$ cat src/rtl/serdes_pkg.sv
// Shared types and defaults for the serdes transmit controller.
package serdes_pkg;

  localparam int SERDES_WIDTH_DEF = 16;

  typedef enum logic [1:0] {
    IDLE  = 2'd0,
    LOAD  = 2'd1,
    SHIFT = 2'd2,
    GAP   = 2'd3
  } tx_state_t;

endpackage

$ cat src/rtl/serdes_tx_ctrl_rr_arbiter.sv
// Round-robin arbiter: priority starts one past the last granted index,
// requester 0 is on top after reset. Pointer moves only on advance.
module rr_arbiter #(
  parameter int NUM_REQ = 2
) (
  input  logic               clk,
  input  logic               rst_n,
  input  logic [NUM_REQ-1:0] req,
  input  logic               advance,
  output logic [NUM_REQ-1:0] grant
);

  localparam int IW = $clog2(NUM_REQ);

  logic [IW-1:0] ptr;
  logic [IW-1:0] ptr_nxt;
  logic [IW-1:0] idx;
  logic          hit;

  // Scan from the pointer, wrapping, and pick the first active request
  always_comb begin
    grant   = '0;
    ptr_nxt = ptr;
    hit     = 1'b0;
    idx     = '0;
    for (int k = 0; k < NUM_REQ; k++) begin
      idx = IW'((int'(ptr) + k) % NUM_REQ);
      if (!hit && req[idx]) begin
        hit        = 1'b1;
        grant[idx] = 1'b1;
        ptr_nxt    = IW'((int'(idx) + 1) % NUM_REQ);
      end
    end
  end

  // Priority pointer: step past the winner when the grant is taken
  always_ff @(posedge clk or negedge rst_n) begin
    if (!rst_n)              ptr <= '0;
    else if (advance && hit) ptr <= ptr_nxt;
  end

endmodule

$ cat src/rtl/serdes_tx_ctrl.sv
// Serdes transmit controller: arbitrates requesters, loads the serdes with
// one word per frame and sequences start / shift / optional inter-frame gap.
// Optional feature: define SERDES_TX_CTRL_GAP_EN to insert GAP_CYCLES idle
// cycles after every completed frame.
module serdes_tx_ctrl
  import serdes_pkg::*;
#(
  parameter int SERDES_WIDTH = SERDES_WIDTH_DEF,
  parameter int NUM_REQ      = 2,
  parameter int GAP_CYCLES   = 2
) (
  input  logic                          clk,
  input  logic                          rst_n,
  input  logic [NUM_REQ-1:0]            req_valid,
  input  logic [NUM_REQ*SERDES_WIDTH-1:0] req_data,
  output logic [NUM_REQ-1:0]            req_ready,
  input  logic                          abort,
  output logic [SERDES_WIDTH-1:0]       ser_parallel_in,
  output logic                          ser_start,
  output logic                          busy,
  output logic                          tx_done,
  output logic                          tx_abort,
  output logic [$clog2(NUM_REQ)-1:0]    tx_id
);

  localparam int CW = (SERDES_WIDTH > 1) ? $clog2(SERDES_WIDTH) : 1;
  localparam int IW = $clog2(NUM_REQ);

  tx_state_t         state, state_nxt;
  logic [CW-1:0]     cnt;
  logic [NUM_REQ-1:0] grant;
  logic [IW-1:0]     gidx;
  logic              take;

  assign take = (state == IDLE) && (|req_valid);
  assign busy = (state != IDLE);
  // Gated by rst_n so no accept pulse leaks out while reset is held
  assign req_ready = (take && rst_n) ? grant : '0;

  rr_arbiter #(.NUM_REQ(NUM_REQ)) u_arb (
    .clk     (clk),
    .rst_n   (rst_n),
    .req     (req_valid),
    .advance (take),
    .grant   (grant)
  );

  // One-hot grant to index for the data mux and tx_id
  always_comb begin
    gidx = '0;
    for (int i = 0; i < NUM_REQ; i++)
      if (grant[i]) gidx = IW'(i);
  end

`ifdef SERDES_TX_CTRL_GAP_EN
  localparam int GW = (GAP_CYCLES > 0) ? $clog2(GAP_CYCLES + 1) : 1;
  localparam tx_state_t DONE_NXT = (GAP_CYCLES > 0) ? GAP : IDLE;
  logic [GW-1:0] gap_cnt;

  // Gap counter runs only while in GAP and clears on every other state
  always_ff @(posedge clk or negedge rst_n) begin
    if (!rst_n)             gap_cnt <= '0;
    else if (state == GAP)  gap_cnt <= gap_cnt + 1'b1;
    else                    gap_cnt <= '0;
  end
`else
  localparam tx_state_t DONE_NXT = IDLE;
`endif

  // State register
  always_ff @(posedge clk or negedge rst_n) begin
    if (!rst_n) state <= IDLE;
    else        state <= state_nxt;
  end

  // Next state and frame pulses; abort beats done on the last shift cycle
  always_comb begin
    state_nxt = state;
    ser_start = 1'b0;
    tx_done   = 1'b0;
    tx_abort  = 1'b0;
    case (state)
      IDLE:  if (|req_valid) state_nxt = LOAD;
      LOAD: begin
        ser_start = 1'b1;
        if (abort) begin
          tx_abort  = 1'b1;
          state_nxt = IDLE;
        end else begin
          state_nxt = SHIFT;
        end
      end
      SHIFT: begin
        if (abort) begin
          tx_abort  = 1'b1;
          state_nxt = IDLE;
        end else if (cnt == '0) begin
          tx_done   = 1'b1;
          state_nxt = DONE_NXT;
        end
      end
      GAP: begin
`ifdef SERDES_TX_CTRL_GAP_EN
        if (gap_cnt == GW'(GAP_CYCLES - 1)) state_nxt = IDLE;
`else
        state_nxt = IDLE;
`endif
      end
      default: state_nxt = IDLE;
    endcase
  end

  // Bit counter: loaded in LOAD, counts down through SHIFT
  always_ff @(posedge clk or negedge rst_n) begin
    if (!rst_n)                          cnt <= '0;
    else if (state == LOAD)              cnt <= CW'(SERDES_WIDTH - 1);
    else if (state == SHIFT && cnt != '0) cnt <= cnt - 1'b1;
  end

  // Word and owner latch at grant; held until the next grant
  always_ff @(posedge clk or negedge rst_n) begin
    if (!rst_n) begin
      ser_parallel_in <= '0;
      tx_id           <= '0;
    end else if (take) begin
      ser_parallel_in <= req_data[gidx*SERDES_WIDTH +: SERDES_WIDTH];
      tx_id           <= gidx;
    end
  end

endmodule

$ cat config.mk
export PLATFORM = sky130hd
export DESIGN_NAME = serdes_tx_ctrl
export DESIGN_NICKNAME = d
export VERILOG_FILES = /design/src/rtl/serdes_pkg.sv /design/src/rtl/serdes_tx_ctrl_rr_arbiter.sv /design/src/rtl/serdes_tx_ctrl.sv
export SDC_FILE = /design/constraint.sdc
export NUM_CORES = 1
export LEC_CHECK = 0
export CORE_MARGIN = 5
export CORE_UTILIZATION = 35
export CTS_BUF_LIST = sky130_fd_sc_hd__clkbuf_2
export CTS_CLUSTER_DIAMETER = 120
export DETAILED_ROUTE_END_ITERATION = 12
export HOLD_SLACK_MARGIN = 0.1
export PLACE_DENSITY_LB_ADDON = 0.2
export SYNTH_ARGS = -nofsm -noshare
export SYNTH_HDL_FRONTEND = slang
export SYNTH_SLANG_ARGS = --single-unit
$ cat constraint.sdc
create_clock -name clk -period 1.7 [get_ports clk]
set_clock_uncertainty 0.15 [all_clocks]
set_input_delay 0.17 -clock clk [delete_from_list [all_inputs] [get_ports clk]]
set_output_delay 0.17 -clock clk [all_outputs]
set_load 0.03 [all_outputs]
==> results of run 1 <==
-- power by group through the flow --
stage | Sequential [mW] | Clock [mW] | Combinational, mW
after floorplan | 1.38 | 0 | 0.848
after global placement | 0.973 | 0 | 2.08
after detailed placement | 0.983 | 0 | 2.11
after CTS | 0.959 | 0.217 | 2.14
after global routing | 1.06 | 0.245 | 2.78
final | 1.03 | 0.213 | 2.62
-- flip-flops by register name (all words and copies together), names as in the netlist --
register and cells:
state 2, u_arb.ptr 1, cnt 4, ser_parallel_in 16, tx_id 1
-- timing repair --
action	CTS	global route
hold buffers	2	0
pin swaps	1	6
setup endpoints to repair	25	28
setup buffers	4	1
gates cloned	0	3
endpoints found under the hold margin	11	0
gates resized for setup	28	50
-- worst min-delay path: stages --
cell and delay (ns):
clkdlybuf4s50_1 0.39, o21ai_0 0.07, a31oi_1 0.08
-- kinds of logic after synthesis --
family,count (synthesis)
AND/OR/NAND/NOR,51
AO/OA/AOI/OAI,42
flip-flops,24
buffers and inverters,16
adder cells (fa/ha/maj),5
multiplexers,2
-- through the flow --
| step | instances | hold slack, ns | power [mW] |
|---|---|---|---|
| floorplan | 140 | -0.2756 | 2.224 |
| global placement | 253 | 0.3360 | 3.048 |
| detailed placement | 253 | 0.3520 | 3.097 |
| CTS | 262 | 0.2305 | 3.319 |
| global route | 266 | 0.2215 | 4.090 |
| finish | 266 | 0.2344 | 3.868 |
-- synthesized netlist by cell type, drive strengths merged, types with 2 or more instances --
master and instances:
ha 5, nor2 18, o21ai 17, inv 7
nor3 2, nand2b 3, dfrtp 24, nand2 2
buf 8, a211o 3, nand3 17, a21oi 2
nor3b 3, a31oi 17
-- worst min path at each step --
stage / end / slack [ns] / cells past startpoint
after global placement: u_arb.ptr / 0.34 / 1
after floorplan: cnt[0] / -0.28 / 0
after detailed placement: cnt[1] / 0.35 / 1
after global routing: ser_parallel_in[1] / 0.22 / 3
final: ser_parallel_in[1] / 0.23 / 3
after CTS: ser_parallel_in[10] / 0.23 / 3
-- per-layer routing --
metal,GRT usage [%],vias up
met3,3.597,2
met2,27.96,45
met4,3.191,0
met5,0,-
li1,-,667
met1,19.23,681
-- layout make-up --
type | count | area, um2
clock buffers | 3 | 15.01
fillers | 300 | 1242
inverters | 7 | 28.78
multi-input cells | 100 | 802.0
flip-flops and latches | 24 | 600.6
well taps | 48 | 60.06
repair buffers | 84 | 829.5
==> reports/qor.csv, run 1 <==
metric,value,unit
outcome,finished with violations,
violations,setup timing,
synthMuxAreaShare,1.672,%
mappedNetlistArea,1272,um2
regToRegSetupSlack,-0.15,ns
placed_area,2029,um2
start_util,35.56,%
synth.avg_cell_area,9.089,um2
design_area,2336,um2
viasPerCell,5.244,
drc,0,
slew-limit-headroom,76.41,%
postRouteAntennaNets,0,
setup_ws,-0.1922,ns
wl_met3,264,um
min_period,1.892,ns
netlist_top_cells_area,"dfrtp_1, a31oi_1, nand3_1",
nNetsFinal,262,
synth_cell_types,29,
grt_pass1_wl,6486,um
async_flop_share,100.0,%
drt_iter0_drc,82,
setup_violations,22,
cp_num_cells,7,
final_common_cell,clkdlybuf4s50_1,
yosys.area_share.simple,20.55,%
crit_chain,"inv_2, buf_4, ha_4, buf_6, nand2_1, nor3_2, buf_4",
worst_r2r_endpoint,ser_parallel_in[10],
pwr-share-clk,5.5,%
post-route-period-util,111.3,%
path_delay_family,buffers and inverters,
sequentialPowerShare,26.7,%
critPathKind,reg2out,
cp.required,1.38,ns
yosys.area.top_type,dfrtp_1,
holdCritStartpoint,req_data[1],
core_region_area,3578,um2
vias,1395,
routed_wl,4219,um
cp-endpoint,req_ready[1],
ys.flop_type,dfrtp_1,
p_leak,0.9476,nW
synth_compound_area_share,20.26,%
critPathArrivalTime,1.57,ns
p_comb_share,67.8,%
netlist.area_leader.share,47.20,%
top_layer_used,met4,
p_per_area,1656,nW/um2
clockRootBuffer,clkbuf_2,
worst_pin_slew,0.3502,ns
die_y,70.30,um
fmax,528.5,MHz
die_x,70.30,um
p_int,2.072,mW
syn_inst,140,
cp_common_cell,buf_4,
cts_buffers,3,
switchingPower,1.796,mW
gr-total-overflow,0,
rsz0062_at_grt,yes,
swShare,46.44,%
wl_met2,2136,um
gp_congestion,0.8061,
cp-start-kind,register,
ir_worst_vdd,1.097,mV
grt_usage,15.72,%
hold_viol_final,0,
portBuffers,59,
drt-met1-wl,1801,um
antenna_found_initial,0,
r2r_cells,10,
syn2layout_area_growth,83.58,%
synth-edff-count,0,
io_pins,60,
dr.pass1.iters,5,
first_global_vias,1391,
post_route_cells_drive_above_1_share,31.19,%
crit_fanout,4,
drv_cap,0,
place_ws,-0.05829,ns
dieArea,4941,um2
grt_max_degree,17,
report.final.slew_viol_count,0,
syn-num-nets,182,
synth_fa_ha_area_share,4.916,%
path_buf_inv,4,
dp.final_hpwl,2909,um
synth_top_family_by_area,simple AND/OR/NAND/NOR gates,
synth_seq_cells,24,
layout_common_cells,"clkdlybuf4s50_1, dfrtp_1, dlygate4sd2_1",
r2r_start,state[0],
slowest_stage,dfrtp_1,
clk_transition_reported_paths,0.21,ns
hold_path.class,in2reg,
cpPeakStageDelay,0.45,ns
insertion_delay,0.33,ns
synth_warnings,0,
placementRows,22,
ys_seq_area_share,47.20,%
crit_start,state[0],
worst_setup_path_end_kind,primary output,
clock-sinks,24,
htree_levels,1,
antenna-diode-count,0,
clockBufferDepth,2,
setup_tns,-2.594,ns
synth_xor_area_share,0,%
cts_tree,done,
wire_per_inst,15.86,um
finalCoreUtilization,65.28,%
Power figures use the tool's default switching activity.
==> run 2, diff against run 1 <==
CORE_MARGIN = not set   (was 5)
==> run 2 against run 1 <==
  * Critical path type unchanged
  * Hold slack got worse by 0.082 ns
  * Largest cell class unchanged
  * First-iteration DRC count decreased by 18%
  * Largest power group unchanged
  * Critical path depth unchanged
  * The run still ends with setup timing left
  * Setup slack improved by 0.0016 ns
==> reports/qor.csv, run 2 (synthesis results as in run 1) <==
metric,value,unit,change
outcome,finished with violations,,
violations,setup timing,,
portBuffers,59,,unchanged
antenna_found_initial,0,,unchanged
dr.pass1.iters,4,,-1
hold_path.class,in2async,,
clk_transition_reported_paths,0.24,ns,+0.03 ns
clock-sinks,24,,unchanged
largest_reg_flops,16,,unchanged
crit_fanout,3,,-1
ir_worst_vdd,1.102,mV,+0.45%
drv_cap,0,,unchanged
layout_common_cells,"clkdlybuf4s50_1, buf_4, dfrtp_1",,
critPathArrivalTime,1.57,ns,about the same
worst_pin_slew,0.3291,ns,-0.02111 ns
cp-start-kind,register,,
dieArea,3881,um2,-21%
routed_wl,4017,um,-4.8%
drt_iter0_drc,67,,-18%
finalCoreUtilization,67.33,%,+2.0 points
rsz0062_at_grt,yes,,
grt_max_degree,34,,+17
grt_util_met2,36.26,%,+8.3 points
placementRows,21,,-4.5%
first_global_vias,1339,,-3.7%
top_regs,"ser_parallel_in: 16 flops, cnt: 4 flops, state: 2 flops",,
swShare,44.04,%,-2.4 points
worst_setup_path_end_kind,primary output,,
grt_use_met3,4.228,%,+0.63 points
setup_ws,-0.1905,ns,+0.001646 ns
start_util,37.25,%,+1.7 points
wire_per_inst,14.93,um,-5.8%
cp.required,1.38,ns,about the same
die_x,62.30,um,-11%
postRouteAntennaNets,0,,unchanged
insertion_delay,0.35,ns,+0.02 ns
p_comb_share,64.2,%,-3.6 points
dp.final_hpwl,2847,um,-2.1%
hold_viol_final,0,,unchanged
gp_congestion,0.7747,,-3.9%
pwr-share-clk,10.3,%,+4.8 points
cts_buffers,3,,unchanged
die_y,62.30,um,-11%
switchingPower,1.663,mW,-7.4%
post-route-period-util,111.2,%,about the same
setup_violations,20,,-9.1%
grt_use_met1,26.27,%,+7.0 points
p_leak,0.9889,nW,+4.4%
core_region_area,3416,um2,-4.5%
htree_levels,1,,unchanged
nNetsFinal,266,,+1.5%
min_period,1.891,ns,-0.001646 ns
critPathKind,reg2out,,
sequentialPowerShare,25.6,%,-1.1 points
grt_usage,21.04,%,+5.3 points
fmax,529.0,MHz,about the same
slew-limit-headroom,78.04,%,+1.6 points
drc,0,,unchanged
post_route_cells_drive_above_1_share,28.25,%,-2.9 points
vias,1372,,-1.6%
report.final.slew_viol_count,0,,unchanged
total_power,3.775,mW,-2.4%
antenna-diode-count,0,,unchanged
clockRootBuffer,clkbuf_2,,
final_common_cell,clkdlybuf4s50_1,,
p_int,2.112,mW,+2.0%
clockBufferDepth,2,,unchanged
io_pins,60,,unchanged
p_per_area,1641,nW/um2,-0.87%
busiest_layer,met2,,
top_register,ser_parallel_in,,
grt_pass1_wl,6492,um,about the same
setup_tns,-0.9370,ns,+1.657 ns
viasPerCell,5.100,,-2.7%
cts_tree,done,,
gr-total-overflow,0,,unchanged
syn2layout_area_growth,80.73,%,
run 2: cell types whose count changed in the layout (fill, tap and decap cells not counted), moves of 2 or more:
cell / before / now
nor2_1: 6 / 17
ha_4: 1 / 4
dlygate4sd3_1: 2 / 0
a31oi_1: 13 / 17
buf_4: 15 / 26
nor2_4: 10 / 0
a31oi_4: 2 / 0
a31oi_2: 2 / 0
ha_2: 3 / 0
buf_6: 10 / 7
nand2b_1: 3 / 1
nand2b_4: 0 / 2
run 2: repair_timing:
item / in CTS / in global routing
pin swaps: 3 / 7
resized for setup: 38 / 18
gates cloned: 0 / 0
hold buffers: 0 / 0
setup buffers: 5 / 5
setup endpoints to repair: 25 / 27
endpoints found under the hold margin: 0 / 0
run 2: cell type report:
cell class	count	area, um2
well taps	46	57.56
clock buffers	3	15.01
fillers	291	1116
inverters	7	28.78
flip-flops and latches	24	601.8
multi-input cells	100	743.2
clock inverters	1	30.03
repair buffers	88	823.3
run 2: path summary, 6_finish.rpt:
| path | startpoint | to | slack [ns] | cells past startpoint |
|---|---|---|---|---|
| min in group clk | req_data[10] | ser_parallel_in[10] | 0.20 | 3 |
| max reg2reg | state[0] | state[0] | -0.08 | 6 |
| min | rst_n | cnt[0] | 0.15 | 2 |
| max | state[0] | req_ready[1] | -0.19 | 7 |
| max in group asynchronous | rst_n | ser_parallel_in[2] | 1.06 | 2 |
| min reg2reg | tx_id | tx_id | 0.39 | 2 |
run 2: routing by layer:
layer  vias to the layer above  wire, um
met5                         -         0
met2                        42      2056
li1                        673         -
met4                         0        65
met3                         8       157
met1                       649      1737
run 2: critical path: stages, from the launching register on:
cell and delay [ns]:
dfrtp_1 0.44, inv_2 0.09, buf_6 0.11, ha_4 0.13, buf_6 0.11, nand2_2 0.05, nor3_2 0.12, buf_4 0.18
run 2: per-stage QoR:
| stage | worst slack (ns) | cell area [um2] | instances | hold slack [ns] |
|---|---|---|---|---|
| 2_1_floorplan | 0.01924 | 1299 | 140 | -0.2756 |
| 3_3_place_gp | -0.02794 | 2047 | 255 | 0.3368 |
| 3_5_place_dp | -0.06827 | 2047 | 255 | 0.3456 |
| 4_1_cts | -0.2121 | 2190 | 264 | 0.1040 |
| 5_1_grt | -0.3014 | 2300 | 269 | 0.1084 |
| 6_report | -0.1905 | 2300 | 269 | 0.1520 |
run 2: power by group through the flow:
stage | clock (mW) | combinational, mW | sequential, mW
global route | 0.427 | 2.58 | 1.01
floorplan | 0 | 0.848 | 1.38
detailed placement | 0 | 2.16 | 0.977
CTS | 0.393 | 2.23 | 0.957
global placement | 0 | 2.10 | 0.961
finish | 0.388 | 2.42 | 0.965
